### src/rtl/alu_pkg.sv
// Shared ALU control code map and multiply/divide FSM state encoding
// for the multicycle MIPS datapath.
package alu_pkg;

    localparam logic [3:0] ALU_AND   = 4'd0;
    localparam logic [3:0] ALU_OR    = 4'd1;
    localparam logic [3:0] ALU_ADD   = 4'd2;
    localparam logic [3:0] ALU_MULT  = 4'd3;
    localparam logic [3:0] ALU_MULTU = 4'd4;
    localparam logic [3:0] ALU_DIV   = 4'd5;
    localparam logic [3:0] ALU_DIVU  = 4'd6;
    localparam logic [3:0] ALU_SUB   = 4'd7;
    localparam logic [3:0] ALU_SLT   = 4'd8;
    localparam logic [3:0] ALU_SLTU  = 4'd9;
    localparam logic [3:0] ALU_XOR   = 4'd10;
    localparam logic [3:0] ALU_NOR   = 4'd11;
    localparam logic [3:0] ALU_SLL   = 4'd12;
    localparam logic [3:0] ALU_SRL   = 4'd13;
    localparam logic [3:0] ALU_SRA   = 4'd14;
    localparam logic [3:0] ALU_LUI   = 4'd15;

    localparam logic [1:0] S_IDLE = 2'd0;
    localparam logic [1:0] S_RUN  = 2'd1;
    localparam logic [1:0] S_FIX  = 2'd2;

    function automatic logic is_mdu_op(input logic [3:0] code);
        return (code == ALU_MULT) || (code == ALU_MULTU) ||
               (code == ALU_DIV)  || (code == ALU_DIVU);
    endfunction

endpackage

### src/rtl/mdu_step.sv
// One combinational iteration on the {rem,acc} pair: shift-add for multiply
// (acc holds the multiplier) or restoring shift-subtract for divide (acc holds the dividend).
module mdu_step #(
    parameter int WIDTH = 32
) (
    input  logic             i_div,
    input  logic [WIDTH-1:0] i_rem,
    input  logic [WIDTH-1:0] i_acc,
    input  logic [WIDTH-1:0] i_opnd,
    output logic [WIDTH-1:0] o_rem,
    output logic [WIDTH-1:0] o_acc
);

    logic [WIDTH:0]   w_sum;
    logic [WIDTH:0]   w_shift;
    logic [WIDTH-1:0] w_diff;

    assign w_sum   = {1'b0, i_rem} + {1'b0, i_opnd};
    assign w_shift = {i_rem, i_acc[WIDTH-1]};
    // Partial remainder stays below the divisor, so the difference always fits WIDTH bits.
    assign w_diff  = w_shift[WIDTH-1:0] - i_opnd;

    always_comb begin
        o_rem = i_rem;
        o_acc = i_acc;
        if (i_div) begin
            if (w_shift >= {1'b0, i_opnd}) begin
                o_rem = w_diff;
                o_acc = {i_acc[WIDTH-2:0], 1'b1};
            end else begin
                o_rem = w_shift[WIDTH-1:0];
                o_acc = {i_acc[WIDTH-2:0], 1'b0};
            end
        end else if (i_acc[0]) begin
            o_rem = w_sum[WIDTH:1];
            o_acc = {w_sum[0], i_acc[WIDTH-1:1]};
        end else begin
            o_rem = {1'b0, i_rem[WIDTH-1:1]};
            o_acc = {i_rem[0], i_acc[WIDTH-1:1]};
        end
    end

endmodule

### src/rtl/mul_div_unit.sv
// Iterative MULT/MULTU/DIV/DIVU unit with HI/LO registers and start/busy/done handshake.
// Optional macro MDU_FAST_MUL_EN: single-cycle multiply path, divide stays iterative.
module mul_div_unit
    import alu_pkg::*;
#(
    parameter int WIDTH = 32
) (
    input  logic             clk,
    input  logic             rst_n,
    input  logic             start,
    input  logic [3:0]       op,
    input  logic [WIDTH-1:0] a,
    input  logic [WIDTH-1:0] b,
    input  logic             hi_we,
    input  logic             lo_we,
    input  logic [WIDTH-1:0] wdata,
    output logic             busy,
    output logic             done,
    output logic [WIDTH-1:0] hi,
    output logic [WIDTH-1:0] lo
);

    localparam int CW = $clog2(WIDTH + 1);

    logic [1:0]         r_state;
    logic [CW-1:0]      r_cnt;
    logic [3:0]         r_op;
    logic [WIDTH-1:0]   r_a, r_b, r_rem, r_acc, r_opnd, r_hi, r_lo;
    logic               r_done;

    logic               w_accept, w_iter_accept, w_is_div, w_signed, w_sa, w_sb;
    logic [WIDTH-1:0]   w_mag_a, w_mag_b, w_rem_nxt, w_acc_nxt;
    logic [WIDTH-1:0]   w_quot, w_remd, w_res_hi, w_res_lo;
    logic [2*WIDTH-1:0] w_prod;

    assign w_accept = start && (r_state == S_IDLE) && is_mdu_op(op);

    assign w_is_div = (r_op == ALU_DIV) || (r_op == ALU_DIVU);
    assign w_signed = (r_op == ALU_MULT) || (r_op == ALU_DIV);
    assign w_sa     = w_signed & r_a[WIDTH-1];
    assign w_sb     = w_signed & r_b[WIDTH-1];
    assign w_mag_a  = w_sa ? (~r_a + 1'b1) : r_a;
    assign w_mag_b  = w_sb ? (~r_b + 1'b1) : r_b;

    mdu_step #(.WIDTH(WIDTH)) u_step (
        .i_div  (w_is_div),
        .i_rem  (r_rem),
        .i_acc  (r_acc),
        .i_opnd (r_opnd),
        .o_rem  (w_rem_nxt),
        .o_acc  (w_acc_nxt)
    );

    // Sign correction on the magnitude results; |MIN|/1 negates back to MIN on its own.
    assign w_prod = (w_sa ^ w_sb) ? (~{r_rem, r_acc} + 1'b1) : {r_rem, r_acc};
    assign w_quot = (w_sa ^ w_sb) ? (~r_acc + 1'b1) : r_acc;
    assign w_remd = w_sa ? (~r_rem + 1'b1) : r_rem;

    always_comb begin
        w_res_hi = w_prod[2*WIDTH-1:WIDTH];
        w_res_lo = w_prod[WIDTH-1:0];
        if (w_is_div) begin
            if (r_b == '0) begin
                w_res_hi = r_a;
                w_res_lo = '1;
            end else begin
                w_res_hi = w_remd;
                w_res_lo = w_quot;
            end
        end
    end

`ifdef MDU_FAST_MUL_EN
    logic               w_is_mul_in;
    logic               r_fast_pend, r_fast_signed;
    logic [WIDTH-1:0]   r_fa, r_fb;
    logic [2*WIDTH-1:0] w_fprod;

    assign w_is_mul_in   = (op == ALU_MULT) || (op == ALU_MULTU);
    assign w_iter_accept = w_accept & ~w_is_mul_in;
    assign w_fprod = r_fast_signed
        ? ({{WIDTH{r_fa[WIDTH-1]}}, r_fa} * {{WIDTH{r_fb[WIDTH-1]}}, r_fb})
        : ({{WIDTH{1'b0}}, r_fa} * {{WIDTH{1'b0}}, r_fb});
`else
    assign w_iter_accept = w_accept;
`endif

    always_ff @(posedge clk or negedge rst_n) begin
        if (!rst_n) begin
            r_state <= S_IDLE;
            r_cnt   <= '0;
            r_op    <= '0;
            r_a     <= '0;
            r_b     <= '0;
            r_rem   <= '0;
            r_acc   <= '0;
            r_opnd  <= '0;
            r_hi    <= '0;
            r_lo    <= '0;
            r_done  <= 1'b0;
`ifdef MDU_FAST_MUL_EN
            r_fast_pend   <= 1'b0;
            r_fast_signed <= 1'b0;
            r_fa          <= '0;
            r_fb          <= '0;
`endif
        end else begin
            r_done <= 1'b0;
            case (r_state)
                S_IDLE: begin
                    if (hi_we) r_hi <= wdata;
                    if (lo_we) r_lo <= wdata;
                    if (w_iter_accept) begin
                        r_state <= S_RUN;
                        r_op    <= op;
                        r_a     <= a;
                        r_b     <= b;
                        r_cnt   <= '0;
                    end
                end
                S_RUN: begin
                    // Count 0 loads magnitudes; counts 1..WIDTH each perform one step.
                    if (r_cnt == '0) begin
                        r_rem  <= '0;
                        r_acc  <= w_mag_a;
                        r_opnd <= w_mag_b;
                        r_cnt  <= r_cnt + 1'b1;
                    end else begin
                        r_rem <= w_rem_nxt;
                        r_acc <= w_acc_nxt;
                        if (r_cnt == CW'(WIDTH)) begin
                            r_state <= S_FIX;
                            r_cnt   <= '0;
                        end else begin
                            r_cnt <= r_cnt + 1'b1;
                        end
                    end
                end
                S_FIX: begin
                    r_hi    <= w_res_hi;
                    r_lo    <= w_res_lo;
                    r_done  <= 1'b1;
                    r_state <= S_IDLE;
                end
                default: r_state <= S_IDLE;
            endcase
`ifdef MDU_FAST_MUL_EN
            r_fast_pend <= w_accept & w_is_mul_in;
            if (w_accept & w_is_mul_in) begin
                r_fa          <= a;
                r_fb          <= b;
                r_fast_signed <= (op == ALU_MULT);
            end
            if (r_fast_pend) begin
                r_hi   <= w_fprod[2*WIDTH-1:WIDTH];
                r_lo   <= w_fprod[WIDTH-1:0];
                r_done <= 1'b1;
            end
`endif
        end
    end

    assign busy = (r_state != S_IDLE);
    assign done = r_done;
    assign hi   = r_hi;
    assign lo   = r_lo;

endmodule

### config.mk
export PLATFORM = sky130hd
export DESIGN_NAME = mul_div_unit
export DESIGN_NICKNAME = d
export VERILOG_FILES = /design/src/rtl/alu_pkg.sv /design/src/rtl/mdu_step.sv /design/src/rtl/mul_div_unit.sv
export SDC_FILE = /design/constraint.sdc
export NUM_CORES = 1
export LEC_CHECK = 0
export CELL_PAD_IN_SITES_DETAIL_PLACEMENT = 1
export CELL_PAD_IN_SITES_GLOBAL_PLACEMENT = 1
export CORE_AREA = 2 2 182 220
export DETAILED_ROUTE_END_ITERATION = 10
export DIE_AREA = 0 0 184 222
export PLACE_DENSITY_LB_ADDON = 0.1
export RECOVER_POWER = 100
export SYNTH_ARGS = -nofsm -noshare
export SYNTH_HDL_FRONTEND = slang
export SYNTH_HIERARCHICAL = 1
export SYNTH_SLANG_ARGS = --single-unit
### constraint.sdc
create_clock -name clk -period 8.66 [get_ports clk]
set_input_delay 1.732 -clock clk [delete_from_list [all_inputs] [get_ports clk]]
set_output_delay 1.732 -clock clk [all_outputs]
set_load 0.1 [all_outputs]
== Word-level counts from Yosys, hierarchy flattened ==
Index checks and enable logic that the tools add are counted.
Storage, ports and cells
  output and inout bits: 66
  input bits: 105
  word-level logic and storage cells: 92
  flip-flop bits (word level): 237
Operators by class
  bitwise gates (word level): 8
  add/sub/neg operators: 8
  order comparisons: 1
  equal/unequal tests: 15
  reductions and logical operators: 19
  mux-type cells: 30
Operator list (count)
  32-bit two-way mux: 17
  32-bit by 1-bit adder with 32-bit output, second input constant: 4
  32-bit inverter: 4
  32-bit case mux with 2 select lines: 2
  64-bit by 1-bit adder with 64-bit output, second input constant: 1
  64-bit two-way mux: 1
  64-bit inverter: 1
  32-bit by 32-bit adder with 33-bit output: 1
  33-bit by 32-bit >= comparator with 1-bit output: 1
  32-bit logical NOT: 1
  32-bit subtractor: 1
  4-bit by 3-bit equality test with 1-bit output, second input constant: 5
  6-bit two-way mux: 3
  6-bit case mux with 2 select lines: 1
  2-bit != test, second input constant: 5
  2-bit AND reduction: 5
  4-bit by 2-bit equality test with 1-bit output, second input constant: 2
  6-bit by 1-bit adder with 6-bit output, second input constant: 1
  6-bit equality test, second input constant: 1
  6-bit logical NOT: 1
  2-bit two-way mux: 3
  2-bit nonzero test: 3
  1-bit logical OR: 5
  2-bit case mux with 2 select lines: 1
  other kinds (8): 11

== Longest topological paths before layout ==
  word-level depth: 8
  gate-level depth with buffers: 16
  gate-level depth less buffers: 15

== Hierarchy ==
Netlist, hierarchy kept.
By module, submodules not included
  mul_div_unit: sequential area each 5930.7 µm², area each 13434.1 µm², cells an instance 1516, instances 1
  mdu_step: sequential area each 0.0 µm², area each 4923.5 µm², cells an instance 720, instances 1

== Worst setup path after synthesis ==
No wires, ideal clock.
  kind: input -> register
  from: input port op[0]
  to: register r_a[0]
  required time: 8.535 ns
  stages on the path: 6
  setup slack: 5.322 ns
  path buffers: 2
  data arrival time: 3.213 ns
  library setup time: 0.125 ns
  cell sequence: nand2_1 -> xor2_1 -> or4b_2 -> clkbuf_1 -> buf_1 -> mux2_2
On the way
  word-level cells in the longest chain between the ends: 6
  elaborated cells between the ends (all ways): 9
  those cells by class: eq/ne (4); reduce/logical (5)
Ends and longest elaborated chain
  start, declared: line mul_div_unit.sv:11  | input logic [3:0] op,
  4-bit by 2-bit equality test with 1-bit output / 4-bit by 3-bit equality test with 1-bit output (equally long branches): line alu_pkg.sv:27  | return (code == ALU_MULT) || (code == ALU_MULTU) ||
  1-bit logical OR (2 in a row): line alu_pkg.sv:27
  1-bit logical OR (*): line alu_pkg.sv:28  | (code == ALU_DIV) || (code == ALU_DIVU);
  1-bit logical AND (*): line mul_div_unit.sv:36  | assign w_accept = start && (r_state == S_IDLE) && is_mdu_op(op);
  2-bit AND reduction (no line) (*)
  end signal, assigned: line mul_div_unit.sv:93  | r_a <= '0;
  end signal, assigned: line mul_div_unit.sv:116  | r_a <= a;
  end, declared: line mul_div_unit.sv:28  | logic [WIDTH-1:0] r_a, r_b, r_rem, r_acc, r_opnd, r_hi, r_lo;
Mark *: on every way between the ends. The rest lies on a longest branch, timed or not.
A chain may end at the register's enable or synchronous reset.

== Worst setup path in the final report ==
  from: register r_rem[12]
  to: register r_rem[28]
On the way
  word-level cells in the longest chain between the ends: 4
  elaborated cells between the ends (all ways): 7
  those cells by class: add/sub (2); order compare (1); mux (4)
Ends and longest elaborated chain
  start, declared: line mul_div_unit.sv:28
  start signal, assigned: line mul_div_unit.sv:129  | r_rem <= w_rem_nxt;
  32-bit by 32-bit adder with 33-bit output, or another cell as far along: line mdu_step.sv:18  | assign w_sum = {1'b0, i_rem} + {1'b0, i_opnd};
  32-bit two-way mux, on equally long branches: line mdu_step.sv:34, mdu_step.sv:27
  32-bit two-way mux (*): line mdu_step.sv:26  | if (i_div) begin
  via w_rem_nxt[28]: line mul_div_unit.sv:32  | logic [WIDTH-1:0] w_mag_a, w_mag_b, w_rem_nxt, w_acc_nxt;
  32-bit two-way mux (*): line mul_div_unit.sv:123  | if (r_cnt == '0) begin
The timed path passes the listed nets; every way through them passes the cells marked *.

==> flow_summary.json <==
{
  "dpl_worst_slack_ns": 4.52,
  "reg2reg_depth": 13,
  "vias_per_cell": 6.36,
  "die_height_um": 222,
  "postRouteAntennaNets": 0,
  "crit_chain": "ha_1 -> nand4_1 -> nor3_2 -> o211ai_1 -> a31oi_2 -> nor3_1 -> o41ai_1 -> clkbuf_1 -> or2b_1 -> mux2i_1 -> a2bb2oi_1 -> nand2_1 -> o21ai_0",
  "slew_headroom_pct": -156,
  "reg2reg_to": "r_rem[28]$_DFFE_PN0P_",
  "worstHoldPathType": "flop to flop",
  "vdd_ir_drop_max_mv": 0.210,
  "failed_checks": "capacitance limit, slew limit",
  "worstPathMaxFanout": 48,
  "period_minus_slack_ns": 6.19,
  "required_ns": 9.13,
  "fillers": 4646,
  "dpl.hpwl_mm": 53.7,
  "cts_buffer_depth": 3,
  "path_class": "flop to flop",
  "hold_violations": 0,
  "grt_pass1_wl_mm": 111,
  "synth.distinct_cells": 89,
  "syn_nets": 2413,
  "core_sq_mm": 0.0385,
  "insertion_delay_ns": 0.58,
  "multiInputGateArea_sq_mm": 0.0116,
  "areaGrowthSynthToFinish_pct": 15.0,
  "initial_utilization_pct": 47.6,
  "min_from": "lo[2]$_DFFE_PN0P_",
  "synth_edf_count": 0,
  "path_clk_slew_ns": 0.07,
  "cellLeakagePower_nw": 8.99,
  "ff_latch_area_sq_mm": 0.00593,
  "reg2reg_from": "r_rem[12]$_DFFE_PN0P_",
  "synth_flop_cell": "dfrtp_1",
  "ys_seq_area_share_pct": 32.3,
  "synth-compound-area-share_pct": 23.3,
  "cp.arrival_ns": 6.66,
  "setup_violations": 0,
  "hold_buffers": 0,
  "drt_iter0_drc": 1123,
  "drc": 0,
  "critPathMaxStageDelay_ns": 1.89,
  "die_x_um": 184,
  "hold_depth": 2,
  "setup_tns_ns": 0,
  "clkSinkCount": 237,
  "hold_end": "lo[2]$_DFFE_PN0P_",
  "rsz0062_at_grt": "false",
  "grt_pass1_vias": 18800,
  "antenna_found_initial": 2,
  "post-place-cells": 2778,
  "cts_inserted_buffers": 27,
  "htree_levels": 1,
  "path_delay_family": "compound AO/OA/AOI/OAI gates",
  "num_rows": 79,
  "drt-total-wl_mm": 71.9,
  "ys_ff_latch": 237,
  "outcome": "finished with violations",
  "layout-drive-gt1-share_pct": 8.29,
  "cts-root-buf": "clkbuf_16",
  "fin_ws_ns": 2.47,
  "synthAdderAreaFrac_pct": 4.99,
  "dieArea_sq_mm": 0.0408,
  "grt-ovfl-total": 0,
  "stdcell_count": 2828,
  "syn_area_per_cell_sq_um": 8.21,
  "synthArstFlopShare_pct": 100,
  "fmax_ghz": 0.161,
  "dr.pass1.iters": 5,
  "grt_max_degree": 78,
  "vias": 18000,
  "cp-start-kind": "flop",
  "synthSimpleGateAreaFrac_pct": 17.9,
  "slowest_stage": "clkbuf_1",
  "report.final.slew_viol_count": 568,
  "clock_skew_ns": 0.0114,
  "synth-xor-area-share_pct": 9.30,
  "maxCapViolations": 10,
  "synth_top_family_by_area": "compound AO/OA/AOI/OAI gates",
  "cts_setup_buffers": 0,
  "muxShareOfSynthArea_pct": 7.59,
  "synthesis.area_sq_mm": 0.0184,
  "gp_congestion": 0.948,
  "ios": 171,
  "crit_path_end_kind": "flop",
  "cts_resized": 0,
  "synth_cells": 2236,
  "fin_nets": 2498,
  "yosysWarnings": 6,
  "io_buffers": 170,
  "period_share_pct": 71.5,
  "power_density_mw_per_mm2": 427,
  "track_usage_pct": 35.0,
  "wl_per_cell_um": 25.4,
  "cts_tree": "yes",
  "r2r_slack_ns": 2.47,
  "cp.depth": 13,
  "tightest_slew_ns": 3.84,
  "path_buf_inv": 1
}
worst register-to-register path, stage by stage, from the launching register on:
cell and delay, ns:
dfrtp_1 0.59, ha_1 0.55, nand4_1 0.19, nor3_2 0.22
o211ai_1 0.14, a31oi_2 0.32, nor3_1 0.14, o41ai_1 1.15
clkbuf_1 1.89, or2b_1 0.33, mux2i_1 0.17, a2bb2oi_1 0.19
nand2_1 0.07, o21ai_0 0.16
report_power, final:
group	switching, mW	total, mW	internal [mW]
combinational	3.62	5.60	1.98
sequential	0.767	2.27	1.50
clock	0.513	1.15	0.640
cell usage in the layout, fill, tap and decap left out, types with 7 or more instances in the layout:
master / count
nand2_1: 277
o21ai_0: 256
dfrtp_1: 236
a21oi_1: 188
nor2_1: 150
xor2_1: 109
clkdlybuf4s50_1: 101
mux2_2: 98
xnor2_1: 86
ha_1: 70
dlygate4sd3_1: 68
inv_1: 64
nor3_1: 43
nand3_1: 33
a21o_1: 33
nor4_1: 32
o22ai_1: 29
mux2i_1: 29
or3_1: 27
o31ai_1: 27
clkbuf_16: 27
and3_1: 25
a211oi_1: 24
a31oi_1: 23
buf_4: 20
nor2b_1: 19
o41ai_1: 19
o211ai_1: 19
nand4_1: 18
nand2b_1: 12
or4_1: 12
clkbuf_1: 11
clkinv_2: 10
o221ai_1: 10
o21bai_1: 8
a2bb2oi_1: 7
o21a_1: 7
through the flow:
stage | hold slack [ns] | util, % | area (sq um) | power (mW)
final | 0.475 | 54.8 | 21100 | 9.02
after global routing | 0.516 | 54.8 | 21100 | 9.60
after CTS | 0.487 | 55.0 | 21200 | 9.01
after detailed placement | 0.473 | 52.7 | 20300 | 7.82
after global placement | 0.463 | 52.7 | 20300 | 7.65
after floorplan | 0.468 | - | 18400 | 6.21
flip-flops by register name (all words and copies together) (netlist names):
register / count
r_b: 32
r_rem: 32
r_cnt: 6
r_opnd: 32
done: 1
lo: 32
r_state: 2
r_a: 32
r_op: 4
r_acc: 32
hi: 32
layout make-up:
class	count	area share, %
flip-flops and latches	237	28.1
clock buffers	34	3.52
repair buffers	197	8.87
inverters	66	1.18
clock inverters	14	0.575
well taps	486	2.88
multi-input cells	1792	54.9
diodes	2	0.0237
kinds of logic after synthesis:
family	after synthesis
mux	127
simple gates	693
buf+inv	207
xor+xnor	195
fa+ha+maj	72
flops	237
compound gates	705
cell usage after synthesis, drive strengths merged (18+ instances only):
master | n | share of area [%]
nand2 | 277 | 5.7
o21ai | 262 | 7.1
dfrtp | 237 | 32
a21oi | 192 | 5.3
nor2 | 151 | 3.1
clkbuf | 116 | 2.4
xor2 | 109 | 5.2
mux2 | 98 | 6.0
xnor2 | 86 | 4.1
ha | 70 | 4.8
inv | 65 | 1.3
nor3 | 45 | 1.3
a21o | 33 | 1.3
nand3 | 33 | 0.90
nor4 | 32 | 1.1
mux2i | 29 | 1.6
o22ai | 29 | 0.99
or3 | 28 | 1.0
o31ai | 27 | 1.1
a31oi | 25 | 0.92
and3 | 25 | 0.85
buf | 25 | 0.84
a211oi | 24 | 0.98
o41ai | 21 | 1.2
nor2b | 20 | 0.68
o211ai | 19 | 0.78
nand4 | 18 | 0.65
metal layers:
metal / GRT usage, % / vias up / routed length, um
met1: 39.7 / 8943 / 27600
met5: 0 / - / 0
met4: 22.8 / 0 / 5130
met3: 4.57 / 224 / 3270
li1: - / 8243 / -
met2: 61.3 / 573 / 35900
worst max path at each step:
stage | startpoint | endpoint | slack [ns]
6_report | r_rem[12]$_DFFE_PN0P_ | r_rem[28]$_DFFE_PN0P_ | 2.47
5_1_grt | r_rem[12]$_DFFE_PN0P_ | r_rem[19]$_DFFE_PN0P_ | 2.15
4_1_cts | r_state[1]$_DFFE_PN0P_ | busy | 4.38
3_5_place_dp | op[0] | r_cnt[2]$_DFFE_PN0P_ | 4.52
3_3_place_gp | op[0] | r_cnt[4]$_DFFE_PN0P_ | 4.64
2_1_floorplan | op[0] | r_a[0]$_DFFE_PN0P_ | 5.32
Power figures use the tool's default switching activity.
